--- config.mk ---
export PLATFORM = sky130hd
export DESIGN_NAME = acq_sequencer
export DESIGN_NICKNAME = d
export VERILOG_FILES = /design/src/rtl/acq_pkg.sv /design/src/rtl/acq_frame_serializer.sv /design/src/rtl/acq_sequencer.sv
export SDC_FILE = /design/constraint.sdc
export NUM_CORES = 1
export LEC_CHECK = 0
export BUFFER_PORTS_ARGS = -buffer_cell sky130_fd_sc_hd__buf_4
export CAP_MARGIN = 20
export CORE_MARGIN = 8
export CORE_UTILIZATION = 50
export DETAILED_ROUTE_END_ITERATION = 12
export PLACE_DENSITY_LB_ADDON = 0.1
export SETUP_SLACK_MARGIN = 0.3
export SYNTH_ARGS = -nofsm -noshare
export SYNTH_HDL_FRONTEND = slang
export SYNTH_SLANG_ARGS = --single-unit
--- constraint.sdc ---
create_clock -name dco -period 11.4 [get_ports dco]
set_input_delay 2.28 -clock dco [delete_from_list [all_inputs] [get_ports dco]]
set_output_delay 2.28 -clock dco [all_outputs]
set_load 0.02 [all_outputs]
--- src/rtl/acq_pkg.sv ---
// Shared types and defaults for the acquisition sequencer.
package acq_pkg;

  // Sequencer states; exported on the debug port so checkers can bind to them.
  typedef enum logic [1:0] {
    IDLE    = 2'd0,
    SETTLE  = 2'd1,
    CAPTURE = 2'd2,
    DRAIN   = 2'd3
  } acq_state_e;

  localparam int NUM_CH_DEF   = 8;
  localparam int SAMPLE_W_DEF = 14;
  localparam int CH_W         = 3;   // channel index width (out_ch)
  localparam int CNT_W        = 16;  // frame / settle counter width

endpackage

--- src/rtl/acq_frame_serializer.sv ---
// Holds one frame of NUM_CH samples and streams it out one channel per beat.
// Stream handshake: a beat transfers on a clock edge where out_valid and
// out_ready are both 1; while out_valid is 1 and out_ready is 0, out_data and
// out_ch hold their values. flush takes priority over load, and load takes
// priority over a completing beat, so a frame offered on the last-channel
// handshake is captured without a gap.
module acq_frame_serializer
  import acq_pkg::*;
#(
  parameter int NUM_CH   = NUM_CH_DEF,
  parameter int SAMPLE_W = SAMPLE_W_DEF
) (
  input  logic                       dco,
  input  logic                       rst,
  input  logic                       flush,
  input  logic                       load,
  input  logic [NUM_CH*SAMPLE_W-1:0] load_data,
  input  logic                       out_ready,
  output logic [SAMPLE_W-1:0]        out_data,
  output logic [CH_W-1:0]            out_ch,
  output logic                       out_valid,
  output logic                       empty,
  output logic                       last_beat
);

  localparam logic [CH_W-1:0] LAST_CH = CH_W'(NUM_CH - 1);

  logic [NUM_CH*SAMPLE_W-1:0] hold;

  // Holding register, channel pointer and valid flag.
  always_ff @(posedge dco or posedge rst) begin
    if (rst) begin
      hold      <= '0;
      out_ch    <= '0;
      out_valid <= 1'b0;
    end else if (flush) begin
      out_ch    <= '0;
      out_valid <= 1'b0;
    end else if (load) begin
      hold      <= load_data;
      out_ch    <= '0;
      out_valid <= 1'b1;
    end else if (out_valid && out_ready) begin
      if (out_ch == LAST_CH) begin
        out_ch    <= '0;
        out_valid <= 1'b0;
      end else begin
        out_ch <= out_ch + 1'b1;
      end
    end
  end

  assign out_data  = hold[int'(out_ch)*SAMPLE_W +: SAMPLE_W];
  assign empty     = ~out_valid;
  assign last_beat = out_valid & out_ready & (out_ch == LAST_CH);

endmodule

--- src/rtl/acq_sequencer.sv ---
// Acquisition sequencer: after arm, discards SETTLE_FRAMES frames, captures
// capture_len frames and serializes each one channel per stream beat.
// Optional build macro: ACQ_TEST_PATTERN_EN replaces the captured samples
// with {channel, frame_count} so the data path can be checked without an ADC.
module acq_sequencer
  import acq_pkg::*;
#(
  parameter int NUM_CH        = NUM_CH_DEF,
  parameter int SAMPLE_W      = SAMPLE_W_DEF,
  parameter int SETTLE_FRAMES = 65536
) (
  input  logic                       dco,
  input  logic                       rst,
  input  logic                       frame_stb,
  input  logic [NUM_CH*SAMPLE_W-1:0] samples,
  input  logic                       arm,
  input  logic                       abort,
  input  logic [CNT_W-1:0]           capture_len,
  output logic [SAMPLE_W-1:0]        out_data,
  output logic [CH_W-1:0]            out_ch,
  output logic                       out_valid,
  input  logic                       out_ready,
  output logic                       busy,
  output logic                       done,
  output logic                       overrun,
  output acq_state_e                 state_dbg
);

  // Settle terminal count is SETTLE_FRAMES-1 so 65536 still fits 16 bits.
  localparam logic [CNT_W-1:0] SETTLE_LAST = CNT_W'(SETTLE_FRAMES - 1);

  acq_state_e                 state;
  logic [CNT_W-1:0]           cap_len;
  logic [CNT_W-1:0]           frame_cnt;
  logic [CNT_W-1:0]           frame_cnt_nxt;
  logic [CNT_W-1:0]           settle_cnt;
  logic                       ser_empty;
  logic                       ser_last;
  logic                       accept_ok;
  logic                       frame_acc;
  logic                       frame_drop;
  logic [NUM_CH*SAMPLE_W-1:0] load_data;

  // A frame fits if the serializer is idle or frees up on this very edge.
  assign accept_ok     = ser_empty | ser_last;
  assign frame_acc     = (state == CAPTURE) & frame_stb & accept_ok & ~abort;
  assign frame_drop    = (state == CAPTURE) & frame_stb & ~accept_ok & ~abort;
  assign frame_cnt_nxt = frame_cnt + 1'b1;
  assign state_dbg     = state;

`ifdef ACQ_TEST_PATTERN_EN
  logic unused_samples;
  assign unused_samples = ^samples;

  // Test pattern: channel index in the top bits, current frame count below.
  always_comb begin
    load_data = '0;
    for (int c = 0; c < NUM_CH; c++) begin
      load_data[c*SAMPLE_W +: SAMPLE_W] = {CH_W'(c), frame_cnt[SAMPLE_W-CH_W-1:0]};
    end
  end
`else
  assign load_data = samples;
`endif

  // Sequencer FSM with counters and registered status outputs.
  always_ff @(posedge dco or posedge rst) begin
    if (rst) begin
      state      <= IDLE;
      cap_len    <= '0;
      frame_cnt  <= '0;
      settle_cnt <= '0;
      busy       <= 1'b0;
      done       <= 1'b0;
      overrun    <= 1'b0;
    end else begin
      done <= 1'b0;
      if (abort) begin
        state <= IDLE;
        busy  <= 1'b0;
      end else begin
        case (state)
          IDLE: begin
            if (arm) begin
              state      <= SETTLE;
              busy       <= 1'b1;
              cap_len    <= capture_len;
              frame_cnt  <= '0;
              settle_cnt <= '0;
              overrun    <= 1'b0;
            end
          end
          SETTLE: begin
            if (frame_stb) begin
              if (settle_cnt == SETTLE_LAST) begin
                state <= (cap_len == '0) ? DRAIN : CAPTURE;
              end else begin
                settle_cnt <= settle_cnt + 1'b1;
              end
            end
          end
          CAPTURE: begin
            if (frame_acc) begin
              frame_cnt <= frame_cnt_nxt;
              if (frame_cnt_nxt == cap_len) begin
                state <= DRAIN;
              end
            end
            if (frame_drop) begin
              overrun <= 1'b1;
            end
          end
          DRAIN: begin
            if (ser_empty) begin
              state <= IDLE;
              busy  <= 1'b0;
              done  <= 1'b1;
            end
          end
          default: begin
            state <= IDLE;
            busy  <= 1'b0;
          end
        endcase
      end
    end
  end

  acq_frame_serializer #(
    .NUM_CH   (NUM_CH),
    .SAMPLE_W (SAMPLE_W)
  ) u_ser (
    .dco       (dco),
    .rst       (rst),
    .flush     (abort),
    .load      (frame_acc),
    .load_data (load_data),
    .out_ready (out_ready),
    .out_data  (out_data),
    .out_ch    (out_ch),
    .out_valid (out_valid),
    .empty     (ser_empty),
    .last_beat (ser_last)
  );

endmodule
# After elaboration in Yosys (flattened, before gate mapping)
# Cells that the tools add are included.
[totals] ff_bits=169 latchBits=0 ram_bits=0 mem_bits_ro=0 inputBits=134 output_inout_bits=23 word_cells=92 mem_count=0
[op_classes] n_addsub=3 mul=1 n_div=0 n_lt_le_gt_ge=0 n_eq_ne=17 shifts=1 n_mux=33 bitwise_logic=11 reduce_logical=16
[ops] cell="$shiftx A112 B32 Y14" count=1
[ops] cell="$mux W16" count=4
[ops] cell="$pmux W16 S2" count=2
[ops] cell="$add A16 B1 Y16 const B" count=2
[ops] cell="$eq A16 B16 Y1" count=1
[ops] cell="$eq A16 B16 Y1 const B" count=1
[ops] cell="$logic_not A16 Y1" count=1
[ops] cell="$ne A3 B3 Y1 const B" count=5
[ops] cell="$mux W2" count=7
[ops] cell="$mux W1" count=13
[ops] cell="$mux W3" count=4
[ops] cell="$ne A2 B2 Y1 const B" count=5
[ops] cell="$reduce_bool A3 Y1" count=3
[ops] cell="$pmux W2 S4" count=1
[ops] cell="$reduce_and A4 Y1" count=2
[ops] cell="$and A1 B1 Y1" count=7
[ops] cell="$mul A3 B3 Y6 const B" count=1
[ops] cell="$reduce_and A3 Y1" count=2
[ops] cell="$reduce_and A6 Y1" count=1
[ops] cell="$reduce_and A5 Y1" count=1
[ops] cell="$eq A2 B2 Y1 const B" count=2
[ops] cell="$pmux W1 S2" count=2
[ops] cell="$reduce_and A2 Y1" count=2
[ops] cell="$reduce_bool A2 Y1" count=2
[ops] cell="other kinds (8)" count=10

# Depth between registers and ports, before layout
[depth] ltp_word=8 depth_mapped=10 mapped_depth_nobuf=9

# Cells and area by module
# From an unflattened synthesis, not the netlist that was laid out.
[unflattened] cells_unflattened=639 area_unflattened_um2=8336.7
[by_module_without_submodules] module="acq_frame_serializer" instances=1 cells_each=309 area_per_inst_um2=5231.3 seq_area_each_um2=2902.8
[by_module_without_submodules] module="acq_sequencer" instances=1 cells_each=330 area_per_inst_um2=3105.5 seq_area_each_um2=1326.3

# Least setup slack after synthesis
# Ideal clock, no wire load.
[synth_path] kind="flip-flop to output port" from="reg u_ser.out_ch[0]" to="out out_data[0]" t_arrival_ns=1.922 required_time_ns=9.120 path_slack_ns=7.198 stages_incl_launch_ff=4 path_buffers=1 cell_sequence="dfrtp_1 > buf_1 > mux4_2 > mux2_2"
[synth_between] elab_chain_cells=2
[synth_lines] item="start: declaration" line_no="acq_frame_serializer.sv:20" source="output logic [CH_W-1:0] out_ch,"
[synth_lines] item="start signal: assignment" line_no="acq_frame_serializer.sv:48" source="out_ch <= out_ch + 1'b1;"
[synth_lines] item="$mul A3 B3 Y6" line_no="acq_frame_serializer.sv:53" source="assign out_data = hold[int'(out_ch)*SAMPLE_W +: SAMPLE_W];"
[synth_lines] item="$shiftx A112 B32 Y14" line_no="acq_frame_serializer.sv:53"
[synth_lines] item="end: declaration" line_no="acq_sequencer.sv:19" source="output logic [SAMPLE_W-1:0] out_data,"
# No other way between the ends.

# Worst setup path in the final report
[layout_path] from="in abort" to="reg settle_cnt[15]"
[layout_between] elab_chain_cells=2
[layout_lines] item="start: declaration" line_no="acq_sequencer.sv:17" source="input logic abort,"
[layout_lines] item="$not A1 Y1 (no line)"
[layout_lines] item="$reduce_and A5 Y1 (no line)"
[layout_lines] item="end signal: assignment" line_no="acq_sequencer.sv:98" source="settle_cnt <= settle_cnt + 1'b1;"
[layout_lines] item="end: declaration" line_no="acq_sequencer.sv:36" source="logic [CNT_W-1:0] settle_cnt;"
# No other way between the ends.
# A chain may end at the register's enable or synchronous reset.

==> results.sh <==
export IMPL_n_antenna_cell=0
export IMPL_cts_reportedPaths_clkPinSlew_ps=60
export IMPL_path_buf_inv=2
export IMPL_synthesis_instances=635
export IMPL_post_drt_via_cell_ratio=5.62
export IMPL_finalWirelength_um=20100
export IMPL_place_ws_ps=6380
export IMPL_synth_top_area_frac=0.511
export IMPL_postSynthNetCount=778
export IMPL_postLayoutCoreUtil=0.623
export IMPL_setup_viol_count_final=0
export IMPL_power_density_nw_per_um2=212
export IMPL_crit_chain="buf_4, inv_1, nand3_1, nor2_1, o211ai_1, or3_1, a21oi_1"
export IMPL_synth_warning_count=0
export IMPL_cts_inserted_buffers=17
export IMPL_mostFrequentLayoutCell="sky130_fd_sc_hd__dfrtp_1"
export IMPL_clock_tree_buffer_depth=2
export IMPL_max_slew_worst_pin_slew_ps=972
export IMPL_dieHeight_um=145
export IMPL_insertion_delay_ps=430
export IMPL_grt_pass1_vias=6103
export IMPL_timing_fmax_mhz=220
export IMPL_finalMaxSlewViolations=0
export IMPL_crit_path_top_delay_cell="sky130_fd_sc_hd__nor2_1"
export IMPL_layout_common_cells="sky130_fd_sc_hd__dfrtp_1 (168), sky130_fd_sc_hd__buf_4 (160), sky130_fd_sc_hd__mux2_2 (143)"
export IMPL_p_leak_nw=4.64
export IMPL_crit_required_ps=11740
export IMPL_synthDominantAreaCellType="sky130_fd_sc_hd__dfrtp_1"
export IMPL_layout_nets=921
export IMPL_cts_tree="done"
export IMPL_cts_num_sinks=169
export IMPL_layout_drive_gt1_share=0.478
export IMPL_die_w_um=145
export IMPL_worst_min_delay_path_class="reg2reg"
export IMPL_num_io_pins=157
export IMPL_critical_path_peak_fanout=19
export IMPL_worstHoldStart="u_ser.hold[93]$_DFFE_PP0P_"
export IMPL_drt_first_pass_iters=4
export IMPL_core_area_um2=16400
export IMPL_antenna_violations_before_repair=0
export IMPL_timing_worst_setup_path_type="in2reg"
export IMPL_place_detailed_hpwl_um=14600
export IMPL_grt_overflow=0
export IMPL_post_synthesis_instance_area_um2=8280
export IMPL_finalHoldViolations=0
export IMPL_final_period_utilization=0.399
export IMPL_start_util=0.505
export IMPL_ant_nets=0
export IMPL_drtIter0Drc=349
export IMPL_slowest_delay_ps=980
export IMPL_synthDistinctLibCells=56
export IMPL_peakVddDrop_mv=0.120
export IMPL_start_kind="input port"
export IMPL_asyncSetResetFlopFracSynth=1.00
export IMPL_worst_slew_margin_rel=0.352
export IMPL_synthFlopType="sky130_fd_sc_hd__dfrtp_1"
export IMPL_port_buffer_count=156
export IMPL_ys_ff_latch=169
export IMPL_setup_repair_after_global_routing_missed_its_margin="false"
export IMPL_n_fill_cell=1310
export IMPL_placement_cell_area_um2=9610
export IMPL_cp_top_family="simple AND/OR/NAND/NOR gates"
export IMPL_wl_per_cell_um=19.9
export IMPL_ys_seq_area_frac=0.511
export IMPL_fin_area_um2=10200
export IMPL_synth_enable_flop_cells=0
export IMPL_floorplan_rows=47
export IMPL_drc=0
export IMPL_grt_pass1_wl_um=32500
export IMPL_grtUsageTotal=0.205
export IMPL_finalClockSkew_ps=7.99
export IMPL_die_area_um2=20900
export IMPL_crit_start="abort"
export IMPL_crit_path_dat_ps=4890
export IMPL_final_critical_path_setup_slack_ps=6850
export IMPL_outcome="finished, final reports clean"
export IMPL_gp_congestion=0.872
export IMPL_post_cts_buffers=0
export IMPL_final_setup_tns_ps=0
export IMPL_critical_path_endpoint_type="flop"
export IMPL_cts_htree_levels=4
export IMPL_worst_hold_slack_ps=502
export IMPL_cts_hold_buffers_added=0
export IMPL_startpoint_of_the_worst_register_to_register_path="state_dbg[0]$_DFFE_PP0P_"
export IMPL_synth_area_leaders="sky130_fd_sc_hd__dfrtp_1 (51%), sky130_fd_sc_hd__mux2_2 (19%), sky130_fd_sc_hd__mux4_2 (7.6%), sky130_fd_sc_hd__xnor2_1 (1.6%), sky130_fd_sc_hd__nand2_1 (1.5%)"
export IMPL_postCtsResizedCells=0
export IMPL_via_count=5667
export IMPL_cts_root_buffer="sky130_fd_sc_hd__clkbuf_16"
export IMPL_grt_max_degree=99
export IMPL_postSynthAreaPerCell_um2=13.0
export IMPL_layout_area_overhead_vs_synth_pct=23.4
export IMPL_timing_max_cap_violations=0
export IMPL_post_route_minimum_period_ps=4550
-- registers in the layout (all words and copies together) (netlist names) --
name and count:
u_ser.hold 112, cap_len 16, frame_cnt 16, settle_cnt 16, u_ser.out_ch 3, state_dbg 2
busy 1, done 1, overrun 1, u_ser.out_valid 1
-- path summary, 6_finish.rpt --
path                                                   end  slack (ps)  cells after the start
worst max-delay path            settle_cnt[15]$_DFFE_PP0P_        6850                      7
worst min-delay path            u_ser.hold[93]$_DFFE_PP0P_         500                      1
max in group asynchronous       u_ser.hold[11]$_DFFE_PP0P_        7870                      3
worst max register to register  u_ser.hold[18]$_DFFE_PP0P_        7960                      7
worst min register to register  u_ser.hold[93]$_DFFE_PP0P_         500                      1
min in group asynchronous        settle_cnt[8]$_DFFE_PP0P_        2010                      2
-- layer usage --
layer  vias to the layer above  part of all wire  GRT usage
li1                       2610                 -          -
met1                      2885              0.40      0.242
met2                       151              0.50      0.334
met3                        21             0.086     0.0866
met4                         0             0.014     0.0602
met5                         -                 0          0
-- per-stage QoR --
step,cells,total power [mW]
floorplan,635,1.37
global placement,978,1.55
detailed placement,978,1.59
CTS,1008,2.18
global route,1009,2.29
finish,1009,2.16
-- kinds of logic (layout without fill, tap and decap cells) --
kind of cell,count (synthesis),count (layout),share of synthesized area
compound gates,65,65,0.0538
buf+inv,49,203,0.0252
simple gates,140,140,0.0917
fa+ha+maj,9,9,0.0136
xor+xnor,28,28,0.0296
flops,169,169,0.511
mux,175,175,0.275
-- synthesized netlist by cell type, types with 3 or more instances --
cell	n
sky130_fd_sc_hd__clkbuf_1	23
sky130_fd_sc_hd__nand4_1	8
sky130_fd_sc_hd__nand3_1	14
sky130_fd_sc_hd__mux2i_1	4
sky130_fd_sc_hd__a21oi_1	17
sky130_fd_sc_hd__buf_2	5
sky130_fd_sc_hd__nor3b_1	3
sky130_fd_sc_hd__nor2_1	26
sky130_fd_sc_hd__buf_4	5
sky130_fd_sc_hd__mux4_2	28
sky130_fd_sc_hd__o21ai_0	15
sky130_fd_sc_hd__dfrtp_1	169
sky130_fd_sc_hd__or3_1	4
sky130_fd_sc_hd__nand2_1	33
sky130_fd_sc_hd__inv_1	12
sky130_fd_sc_hd__xor2_1	13
sky130_fd_sc_hd__and3_1	5
sky130_fd_sc_hd__nor4_1	7
sky130_fd_sc_hd__ha_1	9
sky130_fd_sc_hd__or4_1	5
sky130_fd_sc_hd__nor3_1	16
sky130_fd_sc_hd__a22o_1	6
sky130_fd_sc_hd__buf_1	4
sky130_fd_sc_hd__xnor2_1	15
sky130_fd_sc_hd__mux2_2	143
sky130_fd_sc_hd__nand2b_1	3
sky130_fd_sc_hd__nor2b_1	3
sky130_fd_sc_hd__o31ai_1	4
-- cell type report --
type,count,area (µm²),share of cell area
well taps,220,275,0.0269
clock inverters,13,169,0.0165
inverters,12,50.0,0.00490
repair buffers,161,1220,0.119
flip-flops and latches,169,4230,0.414
clock buffers,17,425,0.0416
multi-input cells,417,3850,0.377
-- worst reg2reg max path, stage by stage, from the launching register on --
cell and delay (ps):
sky130_fd_sc_hd__dfrtp_1 430, sky130_fd_sc_hd__inv_1 170, sky130_fd_sc_hd__ha_1 550, sky130_fd_sc_hd__nand2_1 260, sky130_fd_sc_hd__nor3_2 170, sky130_fd_sc_hd__buf_4 580
sky130_fd_sc_hd__buf_4 700, sky130_fd_sc_hd__mux2_2 470
-- power by group --
group / switching (mW) / leakage, nW / internal (mW)
Combinational: 0.268 / 2.15 / 0.367
Clock: 0.246 / 0.291 / 0.345
Sequential: 0.130 / 2.20 / 0.807
Total: 0.643 / 4.64 / 1.52
Note: power is estimated with default switching activity, not from simulation.
